[config.mk]
export PLATFORM = sky130hd
export DESIGN_NAME = led_pattern_gen_flat
export DESIGN_NICKNAME = d
export VERILOG_FILES = /design/src/rtl/led_pattern_gen_if.sv /design/src/rtl/led_pattern_gen.sv /design/src/flat_wrapper.sv
export SDC_FILE = /design/constraint.sdc
export NUM_CORES = 1
export LEC_CHECK = 0
export BUFFER_PORTS_ARGS = -buffer_cell sky130_fd_sc_hd__buf_2
export CAP_MARGIN = 20
export CORE_ASPECT_RATIO = 1.2
export CORE_MARGIN = 2
export CORE_UTILIZATION = 40
export CTS_CLUSTER_DIAMETER = 150
export DETAILED_ROUTE_END_ITERATION = 7
export HOLD_SLACK_MARGIN = 0.05
export PLACE_DENSITY = 0.62
export SLEW_MARGIN = 20
export SYNTH_ARGS = -nofsm -noshare
export SYNTH_HDL_FRONTEND = slang
export SYNTH_HIERARCHICAL = 1
export SYNTH_SLANG_ARGS = --single-unit
[constraint.sdc]
create_clock -name clk -period 2.93 [get_ports clk]
set_input_delay 0.4395 -clock clk [delete_from_list [all_inputs] [get_ports clk]]
set_output_delay 0.4395 -clock clk [all_outputs]
set_load 0.005 [all_outputs]
[src/rtl/led_pattern_gen_if.sv]
// Configuration-write and LED-drive bundle for led_pattern_gen.
// master = configuring agent, slave = the pattern generator.
interface led_pattern_gen_if #(
    parameter int CHANNELS = 4,
    parameter int PWM_BITS = 8
);
    logic                cfg_we;
    logic [3:0]          cfg_ch;
    logic [1:0]          cfg_mode;
    logic [PWM_BITS-1:0] cfg_duty;
    logic [CHANNELS-1:0] led;
    logic                tick;

    modport master (output cfg_we, cfg_ch, cfg_mode, cfg_duty, input led, tick);
    modport slave  (input cfg_we, cfg_ch, cfg_mode, cfg_duty, output led, tick);
endinterface

[src/rtl/led_pattern_gen.sv]
// Multi-channel LED pattern generator: OFF / static PWM / blink / breathe per channel.
// Build option: define LED_PATTERN_BREATHE_EN to include the breathe engine; otherwise mode 3 acts as ON.
module led_pattern_ch #(
    parameter int PWM_BITS    = 8,
    parameter int BLINK_WRAPS = 32
) (
    input  logic                clk,
    input  logic                rst,
    input  logic                wr,
    input  logic [1:0]          wr_mode,
    input  logic [PWM_BITS-1:0] wr_duty,
    input  logic [PWM_BITS-1:0] pwm_cnt,
    input  logic                frame_wrap,
    output logic                led
);
    typedef enum logic [1:0] {M_OFF, M_ON, M_BLINK, M_BREATHE} mode_t;
    localparam int BW = (BLINK_WRAPS > 1) ? $clog2(BLINK_WRAPS) : 1;

    mode_t               mode;
    logic [PWM_BITS-1:0] duty;
    logic [BW-1:0]       blink_cnt;
    logic                phase;
    logic                pwm_on;
    logic                led_next;

    assign pwm_on = (&duty) || (pwm_cnt < duty);

    // A write clears the pattern state, so it also suppresses any step on a coinciding frame wrap.
    always_ff @(posedge clk or posedge rst) begin
        if (rst) begin
            mode      <= M_OFF;
            duty      <= '0;
            blink_cnt <= '0;
            phase     <= 1'b0;
            led       <= 1'b0;
        end else begin
            led <= led_next;
            if (wr) begin
                mode      <= mode_t'(wr_mode);
                duty      <= wr_duty;
                blink_cnt <= '0;
                phase     <= 1'b0;
            end else if (frame_wrap && mode == M_BLINK) begin
                if (blink_cnt == BW'(BLINK_WRAPS - 1)) begin
                    blink_cnt <= '0;
                    phase     <= ~phase;
                end else begin
                    blink_cnt <= blink_cnt + 1'b1;
                end
            end
        end
    end

`ifdef LED_PATTERN_BREATHE_EN
    typedef enum logic {UP, DOWN} dir_t;
    dir_t                dir, dir_nxt;
    logic [PWM_BITS-1:0] bright, bright_nxt;

    always_ff @(posedge clk or posedge rst) begin
        if (rst) begin
            dir    <= UP;
            bright <= '0;
        end else begin
            dir    <= dir_nxt;
            bright <= bright_nxt;
        end
    end

    // Turnaround frames hold bright, giving the 0..duty..0 triangle with doubled peaks.
    always_comb begin
        dir_nxt    = dir;
        bright_nxt = bright;
        if (wr) begin
            dir_nxt    = UP;
            bright_nxt = '0;
        end else if (frame_wrap && mode == M_BREATHE) begin
            unique case (dir)
                UP: begin
                    if (bright >= duty) dir_nxt = DOWN;
                    else                bright_nxt = bright + 1'b1;
                end
                DOWN: begin
                    if (bright == '0) dir_nxt = UP;
                    else              bright_nxt = bright - 1'b1;
                end
            endcase
        end
    end
`endif

    always_comb begin
        led_next = 1'b0;
        unique case (mode)
            M_OFF:     led_next = 1'b0;
            M_ON:      led_next = pwm_on;
            M_BLINK:   led_next = phase;
`ifdef LED_PATTERN_BREATHE_EN
            M_BREATHE: led_next = (pwm_cnt < bright);
`else
            M_BREATHE: led_next = pwm_on;
`endif
        endcase
    end
endmodule

module led_pattern_gen #(
    parameter int CHANNELS    = 4,
    parameter int PWM_BITS    = 8,
    parameter int CLK_DIV     = 8,
    parameter int BLINK_WRAPS = 32
) (
    input  logic            clk,
    input  logic            rst,
    led_pattern_gen_if.slave bus
);
    localparam int DIV_W = (CLK_DIV > 1) ? $clog2(CLK_DIV) : 1;

    logic [DIV_W-1:0]    div_cnt;
    logic [PWM_BITS-1:0] pwm_cnt;
    logic                tick_q;
    logic                tick_en;
    logic                frame_wrap;
    logic [CHANNELS-1:0] led_q;

    assign tick_en    = (div_cnt == DIV_W'(CLK_DIV - 1));
    assign frame_wrap = tick_en && (&pwm_cnt);

    always_ff @(posedge clk or posedge rst) begin
        if (rst) begin
            div_cnt <= '0;
            pwm_cnt <= '0;
            tick_q  <= 1'b0;
        end else begin
            tick_q  <= tick_en;
            div_cnt <= tick_en ? '0 : div_cnt + 1'b1;
            if (tick_en) pwm_cnt <= pwm_cnt + 1'b1;
        end
    end

    for (genvar g = 0; g < CHANNELS; g++) begin : g_ch
        led_pattern_ch #(
            .PWM_BITS   (PWM_BITS),
            .BLINK_WRAPS(BLINK_WRAPS)
        ) u_ch (
            .clk       (clk),
            .rst       (rst),
            .wr        (bus.cfg_we && (bus.cfg_ch == 4'(g))),
            .wr_mode   (bus.cfg_mode),
            .wr_duty   (bus.cfg_duty),
            .pwm_cnt   (pwm_cnt),
            .frame_wrap(frame_wrap),
            .led       (led_q[g])
        );
    end

    assign bus.led  = led_q;
    assign bus.tick = tick_q;
endmodule
[src/flat_wrapper.sv]
// flat-port wrapper written by rule: the top's interface ports become plain ports
module led_pattern_gen_flat 
#(
    parameter int CHANNELS    = 4,
    parameter int PWM_BITS    = 8,
    parameter int CLK_DIV     = 8,
    parameter int BLINK_WRAPS = 32
)
  (clk, rst, bus_cfg_we, bus_cfg_ch, bus_cfg_mode, bus_cfg_duty, bus_led, bus_tick);
  led_pattern_gen_if #(.CHANNELS(CHANNELS), .PWM_BITS(PWM_BITS)) bus_i ();
  input  logic clk;
  input  logic rst;
  input wire logic [$bits(bus_i.cfg_we)-1:0] bus_cfg_we;
  input wire logic [$bits(bus_i.cfg_ch)-1:0] bus_cfg_ch;
  input wire logic [$bits(bus_i.cfg_mode)-1:0] bus_cfg_mode;
  input wire logic [$bits(bus_i.cfg_duty)-1:0] bus_cfg_duty;
  output wire logic [$bits(bus_i.led)-1:0] bus_led;
  output wire logic [$bits(bus_i.tick)-1:0] bus_tick;
  assign bus_i.cfg_we = bus_cfg_we;
  assign bus_i.cfg_ch = bus_cfg_ch;
  assign bus_i.cfg_mode = bus_cfg_mode;
  assign bus_i.cfg_duty = bus_cfg_duty;
  assign bus_led = bus_i.led;
  assign bus_tick = bus_i.tick;
  led_pattern_gen #(.CHANNELS(CHANNELS), .PWM_BITS(PWM_BITS), .CLK_DIV(CLK_DIV), .BLINK_WRAPS(BLINK_WRAPS)) u_core (.clk(clk), .rst(rst), .bus(bus_i));
endmodule
==> flow_metrics.py, run 1 <==
metrics = {
    "clock_tree": {
        "cts_tree": "built",
        "clk_path_buf_depth": 2,
        "cts_sinks": 80,
        "hold_buffers": 0,
        "insertion_delay_ps": 340,
        "cts.clk_slew.worst_paths_ps": 60,
        "numCtsBuffers": 9,
        "ctsResizeCount": 0,
        "cts_setup_buffers": 0,
        "root_buffer": "clkbuf_16",
        "htreeDepth": 3,
    },
    "synth": {
        "synth.avg_cell_area_sq_um": 10.1,
        "syn_nets": 468,
        "ys_seq_elements": 80,
        "synth_cell_types": 28,
        "synth_seq_area_share_pct": 48.3,
        "syn_inst": 411,
        "synthesis.area_sq_mm": 0.00414,
        "yosysWarnings": 6,
    },
    "place": {
        "place_inst": 555,
        "place_hpwl_um": 6440,
        "gp_congestion": 0.810,
        "placed_cell_area_sq_mm": 0.00442,
        "portBuffers": 21,
        "pre_cts_slack_ps": 887,
    },
    "critical_path": {
        "start_kind": "flop",
        "crit_end": "u_core/g_ch[0].u_ch/blink_cnt[2]$_DFFE_PP0P_",
        "r2r_cells": 7,
        "r2r_start": "u_core/pwm_cnt[1]$_DFFE_PP0N_",
        "end_kind": "flop",
        "path_cells": "ha_1 > nand4_1 > nor2_1 > buf_4 > nand3b_4 > or4b_1 > a21oi_1",
        "crit_type": "reg2reg",
        "cp_max_fo": 9,
        "critPathLaunch": "u_core/pwm_cnt[1]$_DFFE_PP0N_",
        "r2r_end": "u_core/g_ch[0].u_ch/blink_cnt[2]$_DFFE_PP0P_",
        "max_stage_delay_ps": 500,
        "critPathRequiredTime_ps": 3190,
        "setup.reg_to_reg.worst_slack_ps": 880,
        "slowest_stage": "dfrtp_1",
        "arrival_ps": 2310,
    },
    "final_layout": {
        "drive_above_1_share_pct": 12.8,
        "final_net_count": 497,
        "antennaDiodeCount": 0,
        "fin_area_sq_mm": 0.00479,
        "final_cell_mix": "80 x dfrtp_1, 44 x o21ai_0, 41 x inv_1",
        "fin_util_pct": 47.6,
        "final_common_cell": "dfrtp_1",
        "areaGrowthSynthToFinish_pct": 15.5,
        "stdcell_count": 571,
    },
    "detailed_routing": {
        "drt_iter0_drc": 134,
        "via_per_inst": 5.31,
        "drc": 0,
        "vias": 3034,
        "routed_wl_um": 9050,
        "detail-route-antenna-nets": 0,
        "drt_pass1_iterations": 4,
        "wl_per_cell_um": 15.9,
    },
    "global_route": {
        "antenna_found_initial": 0,
        "grt_first_pass_wirelength_um": 15000,
        "grt.overflow.total": 0,
        "grt_pass1_vias": 3035,
        "track_usage_pct": 17.4,
        "grt_max_degree": 18,
    },
    "run_status": {
        "outcome": "complete, no violations",
    },
    "pwr": {
        "leakagePower_nw": 2.37,
        "ir_drop_mv": 0.254,
        "power.density_mw_per_mm2": 694,
        "total_power_mw": 3.32,
    },
    "sta": {
        "min_period_over_period_pct": 70.0,
        "hold_violations": 0,
        "fmax_ghz": 0.488,
        "hold_ws_ps": 151,
        "slew_headroom_pct": 55.4,
        "period_minus_slack_ps": 2050,
        "rsz0062_at_grt": "false",
        "tns_ps": 0,
        "setup_viol": 0,
        "tightestPinTransition_ps": 668,
        "slew_violations": 0,
        "skew_ps": 8.74,
        "finalWorstSetupSlack_ps": 879,
    },
    "floorplanning": {
        "fp.dieW_um": 96.9,
        "die_area_sq_mm": 0.0112,
        "initial_core_util_pct": 41.2,
        "io_pins": 22,
        "core-area_sq_mm": 0.0101,
        "die_y_um": 116,
        "rows": 40,
    },
    "flow_run": {
        "max-cap-violations": 0,
    },
    "worst_hold_path": {
        "hold_path_class": "in2async",
    },
}
-- flip-flops by register name, summed over array words and instances (netlist names) --
| signal | cells |
|---|---|
| u_core/g_ch.u_ch/led | 4 |
| u_core/g_ch.u_ch/mode | 8 |
| u_core/g_ch.u_ch/phase | 4 |
| u_core/bus.tick | 1 |
| u_core/div_cnt | 3 |
| u_core/g_ch.u_ch/duty | 32 |
| u_core/g_ch.u_ch/blink_cnt | 20 |
| u_core/pwm_cnt | 8 |
-- synth_stat cells --
library cell  number  area share, %
nand4_1           19            2.9
a31oi_1            8            1.2
nand2_1           40            3.6
mux2_2             9            2.4
nand3b_4           4            1.9
inv_1             41            3.7
nor2_1            34            3.1
nand3_1            4           0.48
and3_1             5           0.75
or4b_1             4           0.97
or4_1              4           0.72
xnor2_1            7            1.5
nor3_1            12            1.4
nand2b_1           4           0.60
a21o_1             4           0.72
xor2_1             4           0.85
nand4_2            1           0.30
a2111oi_0          4           0.85
ha_1              40             12
dfrtp_1           80             48
and3b_1            1           0.21
clkbuf_1           8           0.72
mux2i_1            8            1.9
a21oi_1           12            1.4
o21a_1             4           0.72
nor3b_1            2           0.36
nand4b_1           4           0.85
o21ai_0           44            5.3
-- layer usage --
layer	GRT usage, %	share of wire [%]	vias to the layer above	wire (um)
met1	22.6	47	1482	4260
met2	28.0	48	36	4360
met3	4.16	3.1	11	277
met4	7.70	1.7	0	150
li1	-	-	1505	-
met5	0	0	-	0
-- power breakdown --
part / leakage (nW) / switching (mW) / internal, mW / total [mW]
combinational: 1.21 / 0.267 / 0.214 / 0.481
clock: 0.172 / 0.457 / 0.920 / 1.38
sequential: 0.992 / 0.153 / 1.31 / 1.46
-- final cells by class --
| cell class | count | area, sq um |
|---|---|---|
| Inverter | 41 | 154 |
| Clock inverter | 7 | 144 |
| Clock buffer | 9 | 225 |
| Multi-Input combinational cell | 282 | 1960 |
| Sequential cell | 80 | 2000 |
| Timing Repair Buffer | 26 | 143 |
| Tap cell | 126 | 158 |
| Fill cell | 921 | 5270 |
-- cells by family (layout without fill, tap and decap cells) --
family | Yosys count | after routing | share of synthesized area [%]
buf+inv | 49 | 83 | 4.44
simple gates | 138 | 138 | 18.2
xor+xnor | 11 | 11 | 2.32
fa+ha+maj | 40 | 40 | 12.1
compound gates | 76 | 76 | 10.3
mux | 17 | 17 | 4.38
flops | 80 | 80 | 48.3
-- critical path: cells and delay by family, from the launching register on --
kind / cells / cell delay (ps)
adder cells (fa/ha/maj): 1 / 250
flip-flops: 1 / 500
AO/OA/AOI/OAI: 1 / 160
buffers and inverters: 1 / 220
AND/OR/NAND/NOR: 4 / 840
-- worst min-delay path by stage --
stage | startpoint | endpoint | slack (ps)
5_1_grt | rst | u_core/pwm_cnt[0]$_DFFE_PP0N_ | 190
2_1_floorplan | rst | u_core/bus.tick$_DFF_PP0_ | 300
3_3_place_gp | u_core/div_cnt[0]$_DFF_PP0_ | u_core/div_cnt[0]$_DFF_PP0_ | 410
4_1_cts | rst | u_core/pwm_cnt[0]$_DFFE_PP0N_ | 160
3_5_place_dp | u_core/div_cnt[0]$_DFF_PP0_ | u_core/div_cnt[0]$_DFF_PP0_ | 420
6_report | rst | u_core/pwm_cnt[0]$_DFFE_PP0N_ | 150
Note: power is estimated with default switching activity, not from simulation.
==> inputs of run 2 (changes only) <==
- ABC_AREA: unset -> 1
- PLACE_DENSITY: 0.62 -> 0.64
- clock period: 2.93 -> 1.7 ns (I/O delays scaled with it)
==> flow_metrics.py, run 2 <==
metrics = {
    "run_status": {
        "outcome": "complete, no violations",
    },
    "detailed_routing": {
        "drt_pass1_iterations": 4,
        "drt_iter0_drc": 147,
        "via_per_inst": 4.89,
        "routed_wl_um": 9420,
        "wl_per_cell_um": 13.3,
        "drc": 0,
        "detail-route-antenna-nets": 0,
        "vias": 3466,
    },
    "clock_tree": {
        "numCtsBuffers": 9,
        "root_buffer": "clkbuf_16",
        "clk_path_buf_depth": 2,
        "cts_sinks": 80,
        "cts_tree": "built",
        "insertion_delay_ps": 340,
        "cts.clk_slew.worst_paths_ps": 60,
        "htreeDepth": 3,
    },
    "sta": {
        "skew_ps": 7.14,
        "period_minus_slack_ps": 1630,
        "tightestPinTransition_ps": 674,
        "fmax_ghz": 0.613,
        "slew_violations": 0,
        "setup_viol": 0,
        "rsz0062_at_grt": "true",
        "slew_headroom_pct": 55.0,
        "min_period_over_period_pct": 96.0,
        "tns_ps": 0,
        "hold_violations": 0,
    },
    "synth": {
        "synth_common_cells": "158 x nand2_1, 80 x dfrtp_1, 73 x inv_1",
        "syn_inst": 525,
        "yosysMostFrequentCell": "nand2_1",
        "async_flop_share_pct": 100,
        "yosysWarnings": 6,
        "synth_cell_types": 26,
        "synthesis.area_sq_mm": 0.00448,
        "synth.area.top_cells": "dfrtp_1 45%, nand2_1 13%, ha_1 11%, inv_1 6.1%, o21ai_0 4.0%",
        "synth_ff_type": "dfrtp_1",
        "synth_seq_area_share_pct": 44.7,
        "syn_nets": 582,
        "synth_top_area_cell": "dfrtp_1",
        "synth-edff-count": 0,
        "ys_seq_elements": 80,
        "synth.avg_cell_area_sq_um": 8.53,
        "synth_top_area_share_pct": 44.7,
    },
    "floorplanning": {
        "die_area_sq_mm": 0.0121,
        "core-area_sq_mm": 0.0110,
        "initial_core_util_pct": 40.8,
        "io_pins": 22,
        "die_y_um": 120,
        "rows": 42,
        "fp.dieW_um": 101,
    },
    "critical_path": {
        "r2r_end": "u_core/g_ch[3].u_ch/phase$_DFFE_PP0P_",
        "end_kind": "flop",
        "critPathRequiredTime_ps": 1920,
        "r2r_cells": 10,
        "crit_end": "u_core/g_ch[3].u_ch/phase$_DFFE_PP0P_",
        "setup.reg_to_reg.worst_slack_ps": 70,
        "cp_max_fo": 5,
        "start_kind": "flop",
        "critPathLaunch": "u_core/div_cnt[0]$_DFF_PP0_",
        "crit_type": "reg2reg",
        "r2r_start": "u_core/div_cnt[0]$_DFF_PP0_",
        "arrival_ps": 1850,
    },
    "final_layout": {
        "top_register": "u_core/g_ch.u_ch/duty",
        "final_net_count": 630,
        "final_cell_mix": "157 x nand2_1, 80 x dfrtp_1, 73 x inv_1",
        "reg_top3": "u_core/g_ch.u_ch/duty: 32 flops, u_core/g_ch.u_ch/blink_cnt: 20 flops",
        "areaGrowthSynthToFinish_pct": 18.2,
        "largest_reg_flops": 32,
        "drive_above_1_share_pct": 21.0,
        "antennaDiodeCount": 0,
        "multiInputGateArea_sq_mm": 0.00219,
        "fin_util_pct": 48.2,
        "fillerInstances": 1021,
        "final_common_cell": "nand2_1",
        "seq_area_sq_mm": 0.00200,
    },
    "pwr": {
        "power.density_mw_per_mm2": 1040,
        "ir_drop_mv": 0.567,
        "clock_power_share_pct": 35.7,
        "p_switching_mw": 1.59,
        "leakagePower_nw": 2.80,
        "internal_power_mw": 3.91,
        "total_power_mw": 5.50,
        "swShare_pct": 28.8,
        "comb_power_share_pct": 19.3,
        "p_seq_share_pct": 45.0,
    },
    "global_route": {
        "grt_max_degree": 19,
        "grt_first_pass_wirelength_um": 16100,
        "track_usage_pct": 17.3,
        "grt_pass1_vias": 3480,
        "antenna_found_initial": 0,
        "grt.overflow.total": 0,
    },
    "place": {
        "place_hpwl_um": 7060,
        "gp_congestion": 0.805,
        "portBuffers": 21,
    },
    "worst_hold_path": {
        "hold_path_class": "in2reg",
    },
    "flow_run": {
        "max-cap-violations": 0,
    },
}
## run 2: what timing repair did
action,4_1_cts,5_1_grt
hold endpoints to repair,12,0
buffers inserted,3,0
pin swaps,6,6
resized for setup,8,13
gates cloned,0,0
hold buffers,1,0
endpoints found under the setup margin,4,24
## run 2: worst min path at each step
stage                         start                                       to  slack [ps]  depth (start not counted)
global route        bus_cfg_duty[0]  u_core/g_ch[1].u_ch/duty[0]$_DFFE_PP0P_         220                          3
floorplan                       rst                u_core/bus.tick$_DFF_PP0_         120                          1
finish              bus_cfg_mode[1]  u_core/g_ch[2].u_ch/mode[1]$_DFFE_PP0P_         220                          3
global placement                rst            u_core/pwm_cnt[6]$_DFFE_PP0N_         330                          2
CTS                 bus_cfg_mode[1]  u_core/g_ch[2].u_ch/mode[1]$_DFFE_PP0P_         210                          3
detailed placement              rst            u_core/pwm_cnt[7]$_DFFE_PP0N_         340                          2
## run 2: final cells by class
cell class                      count  area share (%)
Clock buffer                       12            5.03
Clock inverter                      3           0.756
Inverter                           89            6.36
Multi-Input combinational cell    348            41.3
Sequential cell                    80            37.8
Tap cell                          132            3.12
Timing Repair Buffer               45            5.65
## run 2: cells by family after synthesis
family,synth area share [%]
adder cells (fa/ha/maj),11.2
AO/OA/AOI/OAI,7.82
flip-flops,44.7
XOR/XNOR,1.76
multiplexers,0.251
buffers and inverters,9.14
AND/OR/NAND/NOR,25.1
## run 2: metrics by stage
step / cell area (sq um) / worst slack, ps / std cells / hold WS, ps
global route: 5300 / -43.2 / 709 / 219
floorplan: 4480 / 73.3 / 525 / 120
finish: 5300 / 68.8 / 709 / 216
global placement: 4850 / 53.3 / 690 / 331
CTS: 5240 / -2.52 / 709 / 206
detailed placement: 4850 / -35.5 / 690 / 340
## run 2: per-layer routing
metal	up-vias	track usage, %	wire (um)
met2	62	28.9	4600
met1	1631	21.8	4220
met3	17	3.26	392
li1	1756	-	-
met4	0	7.28	208
met5	-	0	0
## run 2: power groups by stage
stage | Clock, mW | Combinational (mW) | Sequential, mW
6_report | 1.96 | 1.06 | 2.47
4_1_cts | 2.01 | 1.06 | 2.47
2_1_floorplan | 0 | 0.770 | 2.45
3_5_place_dp | 0 | 1.05 | 2.49
3_3_place_gp | 0 | 0.989 | 2.49
5_1_grt | 2.09 | 1.25 | 2.52
## run 2: critical path, stage by stage (launching register included)
cell	delay, ps
dfrtp_1	390
ha_4	160
ha_4	120
nand4_1	80
nor3_2	150
buf_6	180
nand3_4	90
nand2_4	110
nand2_2	70
a21oi_2	110
a21oi_1	50
==> inputs of run 3 (changes only) <==
- CORE_UTILIZATION: 40 -> 35
- PLACE_DENSITY: 0.64 -> 0.58
==> flow_metrics.py, run 3 (synthesized netlist as in run 2, its figures left out) <==
metrics = {
    "sta": {
        "slew_headroom_pct": 55.6,
        "fmax_ghz": 0.575,
        "hold_violations": 0,
        "setup_viol": 7,
        "min_period_over_period_pct": 102,
        "rsz0062_at_grt": "true",
        "finalWorstSetupSlack_ps": -38.3,
        "slew_violations": 0,
        "period_minus_slack_ps": 1740,
        "skew_ps": 6.44,
        "tightestPinTransition_ps": 665,
    },
    "place": {
        "place_hpwl_um": 7000,
        "gp_congestion": 0.854,
        "pre_cts_slack_ps": -12.0,
        "portBuffers": 21,
    },
    "detailed_routing": {
        "top_layer_used": "met4",
        "via_per_inst": 4.57,
        "drt_iter0_drc": 125,
        "routed_wl_um": 9430,
        "wl_per_cell_um": 12.7,
        "wl_met1_um": 4370,
        "detail-route-antenna-nets": 0,
        "wl_met3_um": 318,
        "vias": 3401,
        "routed-wl-met2_um": 4630,
        "drt_pass1_iterations": 4,
        "drc": 0,
    },
    "run_status": {
        "failed_checks": "setup timing",
        "outcome": "finished, violations left",
    },
    "critical_path": {
        "crit_type": "reg2reg",
        "arrival_ps": 1990,
        "end_kind": "flop",
        "slowest_stage": "dfrtp_1",
        "path_cells": "ha_4 > ha_4 > nand4_1 > nor3_2 > buf_6 > nand3_2 > nand2_4 > inv_2 > o31ai_2",
        "start_kind": "flop",
        "cpMostUsedCell": "ha_4",
        "critPathBufInv": 2,
        "cp_max_fo": 7,
        "max_stage_delay_ps": 380,
        "critPathTopFamily": "simple AND/OR/NAND/NOR gates",
        "critPathRequiredTime_ps": 1950,
    },
    "clock_tree": {
        "cts.clk_slew.worst_paths_ps": 60,
        "clk_path_buf_depth": 2,
        "root_buffer": "clkbuf_16",
        "cts_tree": "built",
        "numCtsBuffers": 9,
        "insertion_delay_ps": 340,
        "cts_sinks": 80,
        "htreeDepth": 3,
    },
    "pwr": {
        "leakagePower_nw": 2.80,
        "total_power_mw": 5.29,
        "power.density_mw_per_mm2": 998,
        "ir_drop_mv": 0.541,
    },
    "global_route": {
        "grt.overflow.total": 0,
        "track_usage_pct": 15.0,
        "antenna_found_initial": 0,
        "grt_first_pass_wirelength_um": 16000,
        "grt_pass1_vias": 3311,
        "grt_max_degree": 19,
    },
    "final_layout": {
        "antennaDiodeCount": 0,
        "final_cell_mix": "158 x nand2_1, 80 x dfrtp_1, 73 x inv_1",
        "drive_above_1_share_pct": 20.8,
        "top_register": "u_core/g_ch.u_ch/duty",
        "final_common_cell": "nand2_1",
        "areaGrowthSynthToFinish_pct": 18.5,
        "largest_reg_flops": 32,
        "fin_util_pct": 42.3,
        "reg_top3": "u_core/g_ch.u_ch/duty: 32 flops, u_core/g_ch.u_ch/blink_cnt: 20 flops",
        "final_net_count": 633,
    },
    "worst_hold_path": {
        "hold_path_class": "in2reg",
    },
    "floorplanning": {
        "die_area_sq_mm": 0.0137,
        "die_y_um": 128,
        "fp.dieW_um": 107,
        "initial_core_util_pct": 35.7,
        "io_pins": 22,
        "core-area_sq_mm": 0.0126,
        "rows": 45,
    },
    "flow_run": {
        "max-cap-violations": 0,
    },
}
run 3: changes by cell type in the layout (fill, tap and decap cells not counted), sizes merged:
cell	delta
buf	+3
bufinv	-1
clkinvlp	+1
inv	+1
clkbuf	-1
clkinv	+1
run 3: report_power, final:
part | internal (mW) | switching, mW | total, mW | leakage (nW)
combinational | 0.400 | 0.650 | 1.05 | 1.68
clock | 1.03 | 0.758 | 1.78 | 0.136
sequential | 2.27 | 0.194 | 2.46 | 0.978
total | 3.69 | 1.60 | 5.29 | 2.80
run 3: through the flow:
step	TNS, ps	area (sq um)	std cells	hold WS (ps)
2_1_floorplan	0	4480	525	120
3_3_place_gp	0	4890	722	340
3_5_place_dp	-23.2	4890	722	358
4_1_cts	-0.886	5190	740	204
5_1_grt	-2030	5310	745	222
6_report	-136	5310	745	208
run 3: worst register-to-register path, stage by stage (launching register included):
cell     delay (ps)
dfrtp_1         380
ha_4            160
ha_4            120
nand4_1         110
nor3_2          230
buf_6           170
nand3_2         100
nand2_4         120
inv_2            60
o31ai_2         200
run 3: layout make-up:
| type | instances | area [sq um] |
|---|---|---|
| Fill cell | 1252 | 7250 |
| Multi-Input combinational cell | 348 | 2170 |
| Sequential cell | 80 | 2000 |
| Inverter | 89 | 339 |
| Timing Repair Buffer | 48 | 318 |
| Clock buffer | 11 | 243 |
| Tap cell | 164 | 205 |
| Clock inverter | 5 | 31.3 |
run 3: metal layers:
layer / global-route usage, % / vias up
met5: 0 / -
met4: 5.27 / 0
met3: 2.85 / 7
met2: 24.9 / 38
met1: 19.6 / 1589
li1: - / 1767
run 3: worst paths after layout:
check                      slack, ps                                         start  cells after the start                                            to
setup / recovery                 -40                   u_core/div_cnt[0]$_DFF_PP0_                      9  u_core/g_ch[0].u_ch/blink_cnt[3]$_DFFE_PP0P_
hold / removal                   210                               bus_cfg_duty[0]                      3       u_core/g_ch[3].u_ch/duty[0]$_DFFE_PP0P_
min in group asynchronous        540                                           rst                      3                 u_core/pwm_cnt[3]$_DFFE_PP0N_
hold reg to reg                  490  u_core/g_ch[2].u_ch/blink_cnt[4]$_DFFE_PP0P_                      2  u_core/g_ch[2].u_ch/blink_cnt[4]$_DFFE_PP0P_
max in group asynchronous        650                                           rst                      3  u_core/g_ch[0].u_ch/blink_cnt[0]$_DFFE_PP0P_
setup reg to reg                 -40                   u_core/div_cnt[0]$_DFF_PP0_                      9  u_core/g_ch[0].u_ch/blink_cnt[3]$_DFFE_PP0P_
run 3: timing repair:
action / 4_1_cts / 5_1_grt
hold buffers: 1 / 0
pin swaps: 0 / 9
endpoints found under the hold margin: 12 / 0
setup buffers: 1 / 5
gates resized for setup: 2 / 17
setup endpoints to repair: 10 / 24
